### src/rtl/ramb16_s4_port_arbiter_if.sv
// One requester channel of the port-A arbiter: request handshake plus the
// tagged read-response path back to that requester.
interface ramb16_s4_port_arbiter_if #(
  parameter int ADDR_BITS = 12,
  parameter int DATA_BITS = 4
);
  logic                 valid;
  logic                 ready;
  logic                 we;
  logic [ADDR_BITS-1:0] addr;
  logic [DATA_BITS-1:0] data;
  logic                 rsp_valid;
  logic [DATA_BITS-1:0] rsp_data;

  // Requester side
  modport master (
    output valid, we, addr, data,
    input  ready, rsp_valid, rsp_data
  );

  // Arbiter side
  modport slave (
    input  valid, we, addr, data,
    output ready, rsp_valid, rsp_data
  );
endinterface

### src/rtl/ramb16_s4_port_arbiter.sv
// Shares port A of a 4096x4 dual-port block RAM between two requesters.
// Round-robin grant, one access per cycle; read data is routed back to the
// requester that issued it. An optional sweep zero-fills the array after
// reset before any request is accepted.
module ramb16_s4_port_arbiter #(
  parameter int ADDR_BITS      = 12,
  parameter int DATA_BITS      = 4,
  parameter bit CLEAR_ON_RESET = 1'b1
) (
  input  logic                 CLK,
  input  logic                 reset,
  ramb16_s4_port_arbiter_if.slave port0,
  ramb16_s4_port_arbiter_if.slave port1,
  output logic                 ram_en,
  output logic                 ram_we,
  output logic                 ram_ssr,
  output logic [ADDR_BITS-1:0] ram_addr,
  output logic [DATA_BITS-1:0] ram_di,
  input  logic [DATA_BITS-1:0] ram_do,
  output logic                 clear_done
);

  localparam int DEPTH = 1 << ADDR_BITS;
  // One extra bit so the counter never wraps while reaching DEPTH-1.
  localparam logic [ADDR_BITS:0] CLR_LAST = (ADDR_BITS+1)'(DEPTH - 1);

  localparam logic [0:0] S_CLEAR = 1'b0;
  localparam logic [0:0] S_RUN   = 1'b1;
  localparam logic [0:0] S_AFTER_RESET = CLEAR_ON_RESET ? S_CLEAR : S_RUN;

  logic [0:0]           state;
  logic [ADDR_BITS:0]   clr_cnt;
  logic                 rr_ptr;     // requester favoured when both are valid
  logic                 pend0;      // read accepted last cycle for requester 0
  logic                 pend1;
  logic [DATA_BITS-1:0] hold0;      // last data delivered to requester 0
  logic [DATA_BITS-1:0] hold1;
  logic                 run;
  logic                 grant0;
  logic                 grant1;

  // Round-robin grant; nothing is granted while clearing or in reset.
  always_comb begin
    run    = (state == S_RUN) && !reset;
    grant0 = run && port0.valid && (!port1.valid || !rr_ptr);
    grant1 = run && port1.valid && (!port0.valid ||  rr_ptr);
  end

  // RAM port A mux: clear sweep, else the granted request, else idle.
  always_comb begin
    // NOTE: every output gets a default first so no path leaves it unassigned
    // (an unassigned path would infer a latch).
    ram_en   = 1'b0;
    ram_we   = 1'b0;
    ram_addr = '0;
    ram_di   = '0;
    if (!reset && state == S_CLEAR) begin
      ram_en   = 1'b1;
      ram_we   = 1'b1;
      ram_addr = clr_cnt[ADDR_BITS-1:0];
    end else if (grant0) begin
      ram_en   = 1'b1;
      ram_we   = port0.we;
      ram_addr = port0.addr;
      ram_di   = port0.data;
    end else if (grant1) begin
      ram_en   = 1'b1;
      ram_we   = port1.we;
      ram_addr = port1.addr;
      ram_di   = port1.data;
    end
  end

  assign ram_ssr    = 1'b0;
  assign clear_done = run;

  assign port0.ready = grant0;
  assign port1.ready = grant1;

  // Responses are forced low during reset so an in-flight read is dropped.
  assign port0.rsp_valid = pend0 && !reset;
  assign port1.rsp_valid = pend1 && !reset;
  assign port0.rsp_data  = reset ? '0 : (pend0 ? ram_do : hold0);
  assign port1.rsp_data  = reset ? '0 : (pend1 ? ram_do : hold1);

  // Clear sequencer: sweep every address once, then stay in RUN.
  always_ff @(posedge CLK) begin
    // NOTE: registered state uses non-blocking assignments so all flops
    // update together at the edge regardless of statement order.
    if (reset) begin
      state   <= S_AFTER_RESET;
      clr_cnt <= '0;
    end else if (state == S_CLEAR) begin
      clr_cnt <= clr_cnt + 1'b1;
      if (clr_cnt == CLR_LAST) begin
        state <= S_RUN;
      end
    end
  end

  // Round-robin pointer: favour the other requester after each grant.
  always_ff @(posedge CLK) begin
    if (reset) begin
      rr_ptr <= 1'b0;
    end else if (grant0) begin
      rr_ptr <= 1'b1;
    end else if (grant1) begin
      rr_ptr <= 1'b0;
    end
  end

  // Read tags and held response data; RAM output is valid one cycle later.
  always_ff @(posedge CLK) begin
    if (reset) begin
      pend0 <= 1'b0;
      pend1 <= 1'b0;
      hold0 <= '0;
      hold1 <= '0;
    end else begin
      pend0 <= grant0 && !port0.we;
      pend1 <= grant1 && !port1.we;
      if (pend0) hold0 <= ram_do;
      if (pend1) hold1 <= ram_do;
    end
  end

endmodule

### src/flat_wrapper.sv
// flat-port wrapper written by rule: the top's interface ports become plain ports
module ramb16_s4_port_arbiter_flat 
#(
  parameter int ADDR_BITS      = 12,
  parameter int DATA_BITS      = 4,
  parameter bit CLEAR_ON_RESET = 1'b1
)
  (CLK, reset, ram_en, ram_we, ram_ssr, ram_addr, ram_di, ram_do, clear_done, port0_valid, port0_we, port0_addr, port0_data, port0_ready, port0_rsp_valid, port0_rsp_data, port1_valid, port1_we, port1_addr, port1_data, port1_ready, port1_rsp_valid, port1_rsp_data);
  ramb16_s4_port_arbiter_if #(.ADDR_BITS(ADDR_BITS), .DATA_BITS(DATA_BITS)) port0_i ();
  ramb16_s4_port_arbiter_if #(.ADDR_BITS(ADDR_BITS), .DATA_BITS(DATA_BITS)) port1_i ();
  input  logic CLK;
  input  logic reset;
  output logic ram_en;
  output logic ram_we;
  output logic ram_ssr;
  output logic [ADDR_BITS-1:0] ram_addr;
  output logic [DATA_BITS-1:0] ram_di;
  input  logic [DATA_BITS-1:0] ram_do;
  output logic clear_done;
  input wire logic [$bits(port0_i.valid)-1:0] port0_valid;
  input wire logic [$bits(port0_i.we)-1:0] port0_we;
  input wire logic [$bits(port0_i.addr)-1:0] port0_addr;
  input wire logic [$bits(port0_i.data)-1:0] port0_data;
  output wire logic [$bits(port0_i.ready)-1:0] port0_ready;
  output wire logic [$bits(port0_i.rsp_valid)-1:0] port0_rsp_valid;
  output wire logic [$bits(port0_i.rsp_data)-1:0] port0_rsp_data;
  input wire logic [$bits(port1_i.valid)-1:0] port1_valid;
  input wire logic [$bits(port1_i.we)-1:0] port1_we;
  input wire logic [$bits(port1_i.addr)-1:0] port1_addr;
  input wire logic [$bits(port1_i.data)-1:0] port1_data;
  output wire logic [$bits(port1_i.ready)-1:0] port1_ready;
  output wire logic [$bits(port1_i.rsp_valid)-1:0] port1_rsp_valid;
  output wire logic [$bits(port1_i.rsp_data)-1:0] port1_rsp_data;
  assign port0_i.valid = port0_valid;
  assign port0_i.we = port0_we;
  assign port0_i.addr = port0_addr;
  assign port0_i.data = port0_data;
  assign port0_ready = port0_i.ready;
  assign port0_rsp_valid = port0_i.rsp_valid;
  assign port0_rsp_data = port0_i.rsp_data;
  assign port1_i.valid = port1_valid;
  assign port1_i.we = port1_we;
  assign port1_i.addr = port1_addr;
  assign port1_i.data = port1_data;
  assign port1_ready = port1_i.ready;
  assign port1_rsp_valid = port1_i.rsp_valid;
  assign port1_rsp_data = port1_i.rsp_data;
  ramb16_s4_port_arbiter #(.ADDR_BITS(ADDR_BITS), .DATA_BITS(DATA_BITS), .CLEAR_ON_RESET(CLEAR_ON_RESET)) u_core (.CLK(CLK), .reset(reset), .port0(port0_i), .port1(port1_i), .ram_en(ram_en), .ram_we(ram_we), .ram_ssr(ram_ssr), .ram_addr(ram_addr), .ram_di(ram_di), .ram_do(ram_do), .clear_done(clear_done));
endmodule
### config.mk
export PLATFORM = sky130hd
export DESIGN_NAME = ramb16_s4_port_arbiter_flat
export DESIGN_NICKNAME = d
export VERILOG_FILES = /design/src/rtl/ramb16_s4_port_arbiter_if.sv /design/src/rtl/ramb16_s4_port_arbiter.sv /design/src/flat_wrapper.sv
export SDC_FILE = /design/constraint.sdc
export NUM_CORES = 1
export LEC_CHECK = 0
export CORE_UTILIZATION = 39
export CTS_CLUSTER_SIZE = 30
export DETAILED_ROUTE_END_ITERATION = 16
export PLACE_DENSITY_LB_ADDON = 0.25
export SKIP_CTS_REPAIR_TIMING = 1
export SLEW_MARGIN = 0
export SYNTH_ARGS = -nofsm -noshare
export SYNTH_HDL_FRONTEND = slang
export SYNTH_SLANG_ARGS = --single-unit
### constraint.sdc
create_clock -name CLK -period 1.93 [get_ports CLK]
set_input_delay 0.193 -clock CLK [delete_from_list [all_inputs] [get_ports CLK]]
set_output_delay 0.193 -clock CLK [all_outputs]
set_load 0.05 [all_outputs]
==> summary.txt <==
Outcome
  • Status: completed

Setup path
  • Critical Path Max Stage Delay: 0.35 ns
  • Worst EP required: 1.74 ns
  • Reg2reg start: u_core.state
  • CP Cell Sequence: nor2b_4 > buf_4 > buf_4 > and3_1 > a221o_1 > buf_12
  • Setup CP Type: flip-flop to output port
  • R2R depth: 5
  • Worst setup SP type: flip-flop
  • Reg2reg end: u_core.clr_cnt[9]
  • Critical Path End Type: output port
  • Crit Path Max Fanout: 4
  • Flop2flop setup slack: 0.24 ns
  • WP data arrival: 1.73 ns
  • Cell mode on critical path: buf_4
  • Slowest CP cell: dfxtp_2

CTS
  • Cts bufs inserted: 3
  • Clk sink count: 25
  • H-tree level count: 1
  • Clock transition at path regs: 0.13 ns
  • Max clock buf depth: 2
  • Root Buffer Master: clkbuf_4
  • Worst skew pair latency: 0.33 ns
  • CTS tree: built

Place
  • Dpl cell area: 2540 sq um
  • PortBufs: 72
  • Post-DP HPWL: 3730 um
  • GPL Wtd Cong: 0.824
  • Placed insts: 273

Worst hold path
  • Hold_sp: reset
  • Worst hold path endpoint: u_core.hold0[1]
  • Hold crit path type: input pin to flip-flop
  • WHS Path Cells: 3

Finish
  • FILL cells: 204
  • Final instance area: 2640 sq um
  • Diode count: 0
  • Fraction of layout instances using a drive strength above 1: 33.3%
  • P&R area growth vs syn: 93.5%
  • Finished Layout Cells: 280
  • Total Nets Final: 278

Floorplanning
  • Die Ht: 61.1 um
  • CORE AREA: 3340 sq um
  • Initial Util: 40.8%
  • Die span in x: 61.1 um
  • I/O pins: 74
  • Die Area: 3730 sq um
  • Row count: 21

Job
  • Total of max-cap violations: 0

Routing
  • DRT antenna net count: 0
  • DRC: 0
  • Total wire length: 4800 um
  • First-pass detailed-route iteration total: 4
  • Drt via density: 5.48
  • DR iter-0 viols: 68
  • Via count: 1534
  • Routed len/inst: 17.1 um

Global route
  • Largest net degree at the start of global routing: 18
  • Initial antenna violation count: 0
  • Total grt overflow: 0
  • Total GRT Usage: 24.7%
  • First-pass GRT wire length: 6730 um
  • Vias in the first global route: 1510

Pwr
  • Leakage power: 1.05 nW
  • Peak VDD IR: 312 uV
  • Power per cell area: 367 nW/um^2

STA
  • Fin crit share: 99.8%
  • Final Skew: 0.00269 ns
  • Worst Hold Slack: 0.432 ns
  • Hold Vio Cnt, Final: 0
  • Post-route setup TNS: 0 ns
  • Unrepaired setup endpoints after global routing: true
  • Final Setup Violations: 0
  • Final Max Tran Viols: 0
  • Final min period: 1.93 ns
  • Peak Freq: 519 MHz

Logic synthesis
  • Mapped Area: 1360 sq um
  • Main synth FF type: dfxtp_1
  • Post-synth ARST share: 0%
  • Syn Nets: 195
  • Ys Warns: 0
  • Synth Area per Inst: 8.96 sq um
  • Unique masters post-synth: 38
  • Number of flops mapped to enable cells by yosys: 0
  • Post-synthesis sequential area ratio: 36.7%
  • Synth Register Bits: 25
  • Cells after Synth: 152
worst max-delay path, delay by kind of cell (launching register included):
kind	cells	cell delay (ns)
buf+inv	3	0.45
compound gates	1	0.31
flops	1	0.35
simple gates	2	0.29
registers in the layout, indices dropped and copies added (netlist names):
| signal | cells |
|---|---|
| u_core.hold1 | 4 |
| u_core.clr_cnt | 13 |
| u_core.state | 1 |
| u_core.hold0 | 4 |
| u_core.pend1 | 1 |
| u_core.pend0 | 1 |
| u_core.rr_ptr | 1 |
synth_stat cells, types with 3 or more instances:
| master | number | area share (%) |
|---|---|---|
| nand4_1 | 3 | 1.4 |
| mux2i_1 | 9 | 6.6 |
| o21ai_0 | 4 | 1.5 |
| a21oi_1 | 7 | 2.6 |
| clkbuf_1 | 4 | 1.1 |
| dfxtp_1 | 25 | 37 |
| and2_1 | 9 | 4.1 |
| or4_1 | 4 | 2.2 |
| xor2_1 | 3 | 1.9 |
| nor2_1 | 16 | 4.4 |
| inv_1 | 3 | 0.83 |
| a221o_1 | 12 | 8.8 |
| nor2b_1 | 6 | 2.8 |
| a22o_1 | 4 | 2.6 |
| o31ai_1 | 3 | 1.7 |
| nand2_1 | 6 | 1.7 |
| buf_2 | 4 | 1.5 |
final cells by class:
| cell class | count | area, sq um | share of cell area (%) |
|---|---|---|---|
| multi-input combinational | 112 | 843 | 32.0 |
| clock inverter | 1 | 7.51 | 0.285 |
| timing repair buffer | 89 | 1180 | 44.9 |
| tap | 46 | 57.6 | 2.18 |
| sequential | 25 | 503 | 19.1 |
| inverter | 4 | 20.0 | 0.759 |
| clock buffer | 3 | 22.5 | 0.854 |
how the worst max path moves through the flow:
stage | start | end | cells past startpoint
2_1_floorplan | u_core.state | ram_addr[9] | 5
3_5_place_dp | port0_valid | ram_di[0] | 7
6_report | u_core.state | ram_addr[9] | 6
5_1_grt | u_core.state | ram_addr[9] | 6
4_1_cts | port0_valid | ram_di[0] | 7
3_3_place_gp | reset | ram_en | 7
cells in the final DEF (no fill, tap or decap), drive strengths merged, types with 6 or more instances in the layout:
| cell type | count |
|---|---|
| dfxtp | 25 |
| a221o | 12 |
| nand2 | 6 |
| buf | 48 |
| clkdlybuf4s50 | 40 |
| a21oi | 7 |
| mux2i | 9 |
| and2 | 10 |
| nor2b | 7 |
| nor2 | 16 |
metal layers:
metal	routed length [um]	track usage, %
met3	426	6.51
met5	0	0
met4	159	12.7
met1	1780	26.1
met2	2430	44.9
cell families (layout without fill, tap and decap cells):
kind of cell,count (synthesis),in the layout,share of synthesized area (%)
other,1,1,0.275
XOR/XNOR,4,4,2.57
multiplexers,11,11,8.26
flip-flops,25,25,36.7
AO/OA/AOI/OAI,32,32,18.1
buffers and inverters,15,97,4.77
AND/OR/NAND/NOR,63,63,28.4
adder cells (fa/ha/maj),1,1,0.918
where the power goes:
| part | switching (mW) | leakage, nW | internal [mW] |
|---|---|---|---|
| Clock | 0.164 | 0.0139 | 0.0797 |
| Sequential | 0.0108 | 0.203 | 0.522 |
| Combinational | 0.0749 | 0.837 | 0.117 |
| Total | 0.250 | 1.05 | 0.718 |
stage by stage:
| step | util (%) | worst slack [ns] | power (mW) |
|---|---|---|---|
| after floorplan | - | 0.0285 | 0.600 |
| after global placement | 76.2 | -0.00744 | 0.725 |
| after detailed placement | 76.2 | -0.0660 | 0.729 |
| after CTS | 77.1 | -0.0785 | 0.965 |
| after global routing | 79.0 | -0.0434 | 1.00 |
| final | 79.0 | 0.00405 | 0.968 |
(Power assumes the default switching activity.)
